## src/rtl/updown_counter_param.sv

```systemverilog
// rtl/updown_counter_param.sv - parametrised synchronous up/down counter with load, saturate, cascade carry and sticky overflow
module updown_counter_param #(
    parameter int WIDTH    = 4,
    parameter int MODULUS  = 16,
    parameter int SATURATE = 0
) (
    input  logic             clk,
    input  logic             rst,
    input  logic             en,
    input  logic             up,
    input  logic             load,
    input  logic [WIDTH-1:0] d,
    input  logic             clr_ovf,
    output logic [WIDTH-1:0] q,
    output logic             tc,
    output logic             ovf
);

    // Top of the count range, held at register width so compares stay WIDTH bits.
    localparam logic [WIDTH-1:0] MAX_Q = WIDTH'(MODULUS - 1);
    localparam bit               SAT   = (SATURATE != 0);

    // Reject parameter sets whose range cannot be represented in WIDTH bits.
    if (WIDTH < 1 || MODULUS < 2 || longint'(MODULUS) > (longint'(1) << WIDTH)) begin : g_bad_params
        $error("updown_counter_param: illegal WIDTH/MODULUS combination");
    end

    logic [WIDTH-1:0] r_q;
    logic             r_ovf;
    logic [WIDTH-1:0] w_q_next;
    logic             w_at_max;
    logic             w_at_zero;
    logic             w_tc;

    assign w_at_max  = (r_q == MAX_Q);
    assign w_at_zero = (r_q == '0);

    // Terminal count is combinational so a cascaded stage advances on the same edge.
    assign w_tc = en & ~load & ((up & w_at_max) | (~up & w_at_zero));

    // Next count: load (clamped into range) beats counting; range ends wrap or hold.
    always_comb begin
        w_q_next = r_q;
        if (load) begin
            w_q_next = (d > MAX_Q) ? MAX_Q : d;
        end else if (en) begin
            if (up) begin
                if (w_at_max) begin
                    w_q_next = SAT ? r_q : '0;
                end else begin
                    w_q_next = r_q + 1'b1;
                end
            end else begin
                if (w_at_zero) begin
                    w_q_next = SAT ? r_q : MAX_Q;
                end else begin
                    w_q_next = r_q - 1'b1;
                end
            end
        end
    end

    // Count register with synchronous reset.
    always_ff @(posedge clk) begin
        if (rst) begin
            r_q <= '0;
        end else begin
            r_q <= w_q_next;
        end
    end

    // Sticky overflow: a boundary event sets it and wins over a simultaneous clear.
    always_ff @(posedge clk) begin
        if (rst) begin
            r_ovf <= 1'b0;
        end else if (w_tc) begin
            r_ovf <= 1'b1;
        end else if (clr_ovf) begin
            r_ovf <= 1'b0;
        end
    end

    assign q   = r_q;
    assign tc  = w_tc;
    assign ovf = r_ovf;

endmodule

```

## config.mk

```make
export PLATFORM = sky130hd
export DESIGN_NAME = updown_counter_param
export DESIGN_NICKNAME = d
export VERILOG_FILES = /design/src/rtl/updown_counter_param.sv
export SDC_FILE = /design/constraint.sdc
export NUM_CORES = 1
export LEC_CHECK = 0
export BUFFER_PORTS_ARGS = -buffer_cell sky130_fd_sc_hd__buf_2
export CAP_MARGIN = 20
export CORE_AREA = 10 10 47 49
export CTS_BUF_LIST = sky130_fd_sc_hd__clkbuf_8
export DETAILED_ROUTE_END_ITERATION = 10
export DIE_AREA = 0 0 57 59
export PLACE_DENSITY = 0.59
export SETUP_SLACK_MARGIN = 0.3
export SLEW_MARGIN = 40
export SYNTH_ARGS = -nofsm -noshare
export SYNTH_HDL_FRONTEND = slang
export SYNTH_SLANG_ARGS = --single-unit
```

## constraint.sdc

```tcl
create_clock -name clk -period 2.15 [get_ports clk]
set_clock_uncertainty 0.05 [all_clocks]
set_input_delay 0.215 -clock clk [delete_from_list [all_inputs] [get_ports clk]]
set_output_delay 0.215 -clock clk [all_outputs]
set_load 0.01 [all_outputs]
```

Word level (Yosys, flattened, before mapping)
Index checks and enable logic that the tools add are counted.

cells by class
  $mul = 0
  $lt $le $gt $ge = 1
  equal/unequal tests = 1
  add/sub/neg operators = 2
  mux-type cells = 8
  reduce and logical (&&, ||, !) cells = 3
  bitwise logic cells = 7
  shift operators = 0
  divide/modulo/power cells = 0

operators with widths
  operator                                               count
  two-way mux 4 bit                                      6
  adder 4 x 1 -> 4 bit (second input constant)           1
  AND 1 bit                                              4
  equality test 4 bit (second input constant)            1
  greater-than comparator 4 bit (second input constant)  1
  zero test 4 bit                                        1
  nonzero test 2 bit                                     2
  subtractor 4 x 1 -> 4 bit (second input constant)      1
  two-way mux 1 bit                                      2
  inverter 1 bit                                         2
  OR 1 bit                                               1

word-level totals
  output and inout bits = 6
  flip-flop bits (word level) = 5
  memories = 0
  bits in writable memories = 0
  memory bits (read-only) = 0
  latch bits = 0
  input bits = 10

Depth between registers and ports, before layout
Gate-level depths: netlist of run 1.

  depth after elaboration = 5
  depth in mapped cells = 6
  depth with buffers taken out = 6

Worst setup path after synthesis of run 1
No wires, ideal clock.

  path kind = register -> register
  start = register r_q[0] (netlist: q[0])
  end = register r_q[3] (netlist: q[3])
  required time = 2.030 ns
  arrival time = 1.467 ns
  clock period less this slack = 1.587 ns
  cell stages (with the launch flop) = 5
  setup slack = 0.563 ns
  path buffers = 0
  cells stage by stage = dfxtp_1 inv_2 or4_1 a311o_1 a21oi_1

on the way
  cells in the longest elaborated chain, start to end = 5
  elaborated cells on any way between the ends = 9

RTL lines
  item                                               line    RTL
  start, declared                                    28      logic [WIDTH-1:0] r_q;
  start signal, assigned                             68      r_q <= w_q_next;
  subtractor 4 x 1 -> 4 bit (tied with other cells)  57      w_q_next = r_q - 1'b1;
  two-way mux 4 bit (on tied branches)               54, 48
  two-way mux 4 bit (*)                              47      if (up) begin
  two-way mux 4 bit (*)                              46      end else if (en) begin
  two-way mux 4 bit (*)                              44      if (load) begin

Mark *: on every way between the ends. The rest lies on a longest branch, timed or not. The select of a mux whose other input is x is not followed.
A chain may end at the register's enable or synchronous reset.

Worst setup path after layout of run 1
  start = register r_q[1] (netlist: q[1])
  end = output port tc

on the way
  cells in the longest elaborated chain, start to end = 4
  elaborated cells on any way between the ends = 6

RTL lines
  item                                                    line    RTL
  equality test 4 bit or zero test 4 bit (tied branches)  35, 36
  AND 1 bit                                               39      assign w_tc = en & ~load & ((up & w_at_max) | (~up & w_at_zero));
  OR 1 bit (*)                                            39
  AND 1 bit (*)                                           39
  end, declared                                           15      output logic tc,

Mark *: on every way between the ends. The rest lies on a longest branch, timed or not.

==> run_results.csv, run 1 <==
group,metric,value,unit
status,status,"finished clean",
cts,path_clk_slew,0.03,ns
critical_path,crit_fanout,7,
cts,cts_buffers,3,
cts,cts_max_level,1,
global_routing,track_usage,5.79,%
floorplanning,io_pins,16,
critical_path,required,1.88,ns
cells_and_area,layout-drive-gt1-share,37.1,%
sta,fin_crit_sh,78.5,%
critical_path,critPathKind,"reg -> out",
global_routing,grt_max_degree,10,
sta,setup_slack,0.463,ns
routing,postRouteAntennaNets,0,
place,gp_congestion,0.808,
cts,cts_tree,"yes",
logic_synthesis,syn_nets,56,
global_routing,grt_pass1_vias,353,
cells_and_area,insertedDiodeCount,0,
sta,tightestPinTransition,0.236,ns
sta,finalSetupViolCount,0,
critical_path,cp-startpoint,"q[1]$_SDFFE_PP0P_",
logic_synthesis,async_reset_ff_share,0,%
critical_path,crit_path_end_kind,"output pin",
cts,post_cts_buffers,0,
logic_synthesis,synthMostInstantiatedCell,"a21oi_1",
critical_path,cp-start-kind,"register",
critical_path,arrival,1.42,ns
sta,holdWs,0.164,ns
logic_synthesis,ys_seq_elements,5,
logic_synthesis,syn_avg_cell_area,7.88,µm²
place,numPortBuffers,15,
global_routing,grt_pass1_wl,1.55,mm
global_routing,grt_overflow,0,
cells_and_area,syn_to_final_growth,40.1,%
global_routing,antenna_found_initial,0,
logic_synthesis,syn-instance-count,44,
logic_synthesis,yosysTopAreaCellShare,28.9,%
min_path,hold_class,"in -> reg",
cts,worstSkewPairLatency,0.22,ns
logic_synthesis,netlist_area,347,µm²
logic_synthesis,ys.flop_type,"dfxtp_1",
routing,first_pass_iters,4,
floorplanning,die-area,3360,µm²
critical_path,r2r_start,"q[0]$_SDFFE_PP0P_",
logic_synthesis,synth_area_leaders,"dfxtp_1 29%, a21oi_1 8.7%, xnor2_1 7.6%",
floorplanning,die_y,59,µm
min_path,hp-start,"rst",
routing,drt-initial-drc-count,5,
power,powerDensity,714,nW/µm²
cts,clockBufferDepth,2,
logic_synthesis,synth.distinct_cells,23,
sta,max_freq,0.593,GHz
place,hpwl,739,µm
sta,final-hold-violation-count,0,
sta,maxSlewHeadroom,84.2,%
routing,vias,362,
routing,wirelength,961,µm
floorplanning,die_w,57,µm
logic_synthesis,synth_edf_count,0,
logic_synthesis,ys_top_cells_by_count,"6 x a21oi_1, 5 x dfxtp_1",
routing,wire_per_inst,12.3,µm
floorplanning,core,1400,µm²
job,max_cap_viol_count,0,
routing,route.detailed.drc,0,
cells_and_area,layout.nets,75,
power,finalPower,0.000346,W
routing,via_per_inst,4.64,
logic_synthesis,yosysSeqAreaShare,28.9,%
power,leakage,0.225,nW
floorplanning,start_util,24.7,%
sta,rsz0062_at_grt,"false",
sta,fin_tns_setup,0,ns
sta,fin_crit,1.69,ns
logic_synthesis,yosysTopAreaCell,"dfxtp_1",
cts,cts-root-buf,"clkbuf_8",
place,pre_cts_ws,0.550,ns
floorplanning,num_rows,14,
power,ir_worst_vdd,290,µV
cts,cts_sinks,5,
sta,finalMaxSlewViolations,0,
logic_synthesis,yosysWarnings,0,
-- per-layer routing --
metal | up-vias | wire length, µm | track usage (%)
met1 | 164 | 432 | 6.06
met2 | 7 | 451 | 8.53
met4 | 0 | 8 | 5.03
li1 | 189 | - | -
met3 | 2 | 69 | 2.79
met5 | - | 0 | 0
-- flip-flops by register name, indices dropped and copies added, names as in the netlist --
signal	flops
q	4
ovf	1
-- placed cells by master (no fill, tap or decap), types with 2 or more instances in the layout --
master / count
dfxtp_1: 3
clkbuf_8: 3
o21ai_0: 3
a21oi_1: 6
nor2b_1: 3
dfxtp_2: 2
buf_2: 15
nor2_1: 3
nand2_1: 2
inv_1: 4
xnor2_1: 3
ha_1: 2
-- stage by stage --
step	utilization [%]	cell area, µm²	std cells
floorplan	-	347	44
global placement	31.3	438	74
CTS	34.5	483	78
finish	34.6	485	78
global route	34.6	485	78
detailed placement	31.3	438	74
-- kinds of logic after synthesis --
| group | synth area share [%] |
|---|---|
| AND/OR/NAND/NOR | 22.4 |
| multiplexers | 2.89 |
| buffers and inverters | 5.41 |
| flip-flops | 28.9 |
| AO/OA/AOI/OAI | 25.6 |
| adder cells (fa/ha/maj) | 7.22 |
| XOR/XNOR | 7.58 |
-- critical path, stage by stage, from the launching register on --
cell	delay, ns
dfxtp_2	0.34
inv_1	0.08
ha_1	0.16
nor2b_1	0.17
nand2_1	0.06
a21oi_1	0.21
buf_2	0.17
-- final cells by class --
cell class / count / area, µm²
multi-input cells: 34 / 228
repair buffers: 15 / 75.1
inverters: 4 / 15.0
fillers: 153 / 916
clock inverters: 1 / 3.75
flip-flops and latches: 5 / 103
well taps: 16 / 20.0
clock buffers: 3 / 41.3
-- where the power goes --
part	leakage (nW)	switching [W]	internal, W
clock network	0.0269	0.0000452	0.000122
logic	0.156	0.0000325	0.0000349
registers	0.0419	0.0000109	0.000101
total	0.225	0.0000885	0.000258
-- path summary, 6_finish.rpt --
path / endpoint / slack [ns] / depth (start not counted)
worst max-delay path: tc / 0.46 / 6
worst min-delay path: q[1]$_SDFFE_PP0P_ / 0.16 / 2
worst min register to register: ovf$_SDFFE_PP0P_ / 0.56 / 2
worst max register to register: q[3]$_SDFFE_PP0P_ / 0.63 / 4
-- timing repair --
action                                  4_1_cts  5_1_grt
endpoints found under the setup margin        0        1
hold buffers                                  0        0
gates resized for setup                       0        2
Note: power is estimated with default switching activity, not from simulation.
==> run 2, diff against run 1 <==
==> constraint.sdc (replaced) <==
create_clock -name clk -period 1.7 [get_ports clk]
set_clock_uncertainty 0.05 [all_clocks]
set_input_delay 0.17 -clock clk [delete_from_list [all_inputs] [get_ports clk]]
set_output_delay 0.17 -clock clk [all_outputs]
set_load 0.01 [all_outputs]
==> run_results.csv, run 2 (synthesized netlist as in run 1, its figures left out) <==
group,metric,value,unit
floorplanning,die_w,57,µm
power,pwr-share-seq,29.8,%
power,netSwitchingPower,0.000128,W
cts,cts-root-buf,"clkbuf_8",
critical_path,required,1.80,ns
cts,cts_max_level,1,
critical_path,r2r_slack,0.21,ns
critical_path,worstRegToRegCells,4,
routing,vias,414,
min_path,min_path_cells,2,
cells_and_area,layout-drive-gt1-share,57.4,%
cells_and_area,fill_cells,145,
sta,max_freq,0.669,GHz
sta,final-hold-violation-count,0,
power,p_int,0.000348,W
sta,finalSetupViolCount,0,
floorplanning,core,1400,µm²
floorplanning,io_pins,16,
cts,cts_tree,"yes",
cells_and_area,largest_register_ffs,4,
power,leakage,0.267,nW
place,place_area,449,µm²
critical_path,worstReg2RegEnd,"q[3]$_SDFFE_PP0P_",
sta,rsz0062_at_grt,"true",
min_path,hold_class,"in -> reg",
place,numPortBuffers,15,
routing,wire_per_inst,13.4,µm
sta,fin_crit_sh,87.9,%
critical_path,critPathKind,"reg -> reg",
global_routing,grt_max_degree,10,
sta,fin_crit,1.49,ns
floorplanning,die-area,3360,µm²
floorplanning,start_util,24.7,%
min_path,holdPathEnd,"q[1]$_SDFFE_PP0P_",
global_routing,track_usage,7.20,%
power,ir_worst_vdd,426,µV
cts,cts_sinks,5,
cts,clockBufferDepth,2,
place,gp_congestion,0.756,
cells_and_area,design_area,597,µm²
routing,route.detailed.drc,0,
power,powerDensity,797,nW/µm²
sta,tightestPinTransition,0.237,ns
sta,fin_tns_setup,0,ns
cells_and_area,layout.nets,81,
critical_path,arrival,1.59,ns
critical_path,r2r_start,"q[2]$_SDFFE_PP0P_",
cts,path_clk_slew,0.03,ns
global_routing,grt_pass1_vias,424,
cells_and_area,syn_to_final_growth,72.2,%
cells_and_area,final_cells,84,
place,dpl.cell_count,74,
sta,finalMaxSlewViolations,0,
global_routing,antenna_found_initial,0,
cts,cts_buffers,3,
cts,worstSkewPairLatency,0.22,ns
cts,hold_buffers,0,
routing,wirelength,1.12,mm
cells_and_area,layout_common_cells,"15 x buf_2, 6 x buf_4, 5 x a21oi_1",
routing,via_per_inst,4.93,
routing,first_pass_iters,4,
floorplanning,die_y,59,µm
sta,holdWs,0.131,ns
job,max_cap_viol_count,0,
global_routing,grt_pass1_wl,1.90,mm
sta,maxSlewHeadroom,84.1,%
critical_path,crit_fanout,5,
critical_path,crit_path_end_kind,"register",
power,swShare,26.8,%
cells_and_area,insertedDiodeCount,0,
power,p_comb_share,25.7,%
floorplanning,num_rows,14,
critical_path,cp-start-kind,"register",
cells_and_area,final_common_cell,"buf_2",
power,clockPowerShare,44.5,%
status,status,"finished clean",
routing,drt-initial-drc-count,4,
min_path,hp-start,"rst",
routing,postRouteAntennaNets,0,
global_routing,grt_overflow,0,
==> run 2: cell type report <==
type | instances | area [µm²] | share of cell area [%]
multi-input cells | 34 | 280 | 47.0
repair buffers | 21 | 120 | 20.1
flip-flops and latches | 5 | 111 | 18.7
clock buffers | 3 | 41.3 | 6.92
inverters | 4 | 20.0 | 3.35
well taps | 16 | 20.0 | 3.35
clock inverters | 1 | 3.75 | 0.629
==> run 2: metal layers <==
| metal | global-route usage (%) | wire [µm] | part of all wire, % |
|---|---|---|---|
| met2 | 10.1 | 527 | 47 |
| met4 | 6.04 | 27 | 2.4 |
| met1 | 8.16 | 491 | 44 |
| met5 | 0 | 0 | 0 |
| met3 | 3.22 | 76 | 6.8 |
==> run 2: repair_timing <==
| item | CTS | global route |
|---|---|---|
| hold endpoints to repair | 0 | 0 |
| endpoints found under the setup margin | 2 | 4 |
| pin swaps | 4 | 4 |
| setup buffers | 4 | 2 |
| gates resized for setup | 12 | 5 |
==> run 2: how the worst max path moves through the flow <==
stage | to | startpoint
3_3_place_gp | q[2]$_SDFFE_PP0P_ | q[1]$_SDFFE_PP0P_
2_1_floorplan | q[3]$_SDFFE_PP0P_ | q[0]$_SDFFE_PP0P_
4_1_cts | tc | q[1]$_SDFFE_PP0P_
5_1_grt | tc | q[1]$_SDFFE_PP0P_
6_report | q[3]$_SDFFE_PP0P_ | q[2]$_SDFFE_PP0P_
3_5_place_dp | q[3]$_SDFFE_PP0P_ | q[0]$_SDFFE_PP0P_
==> run 2: critical path: stages (launching register included) <==
cell and delay (ns):
dfxtp_4 0.36, inv_1 0.05, or4_1 0.50, a311o_1 0.32, a21oi_1 0.14
==> run 2: power by group through the flow <==
stage	clock network [W]	logic [W]	registers [W]
global placement	0	0.0000884	0.000142
floorplan	0	0.0000530	0.000143
global route	0.000226	0.000137	0.000144
CTS	0.000218	0.000113	0.000141
detailed placement	0	0.0000880	0.000142
finish	0.000212	0.000122	0.000142
==> run 2: per-stage QoR <==
stage / utilization (%) / setup WS (ns) / power [W]
final: 42.6 / 0.205 / 0.000476
after global routing: 42.6 / 0.134 / 0.000507
after CTS: 40.9 / 0.220 / 0.000472
after detailed placement: 32.1 / 0.284 / 0.000230
after global placement: 32.1 / 0.279 / 0.000230
after floorplan: - / 0.305 / 0.000196
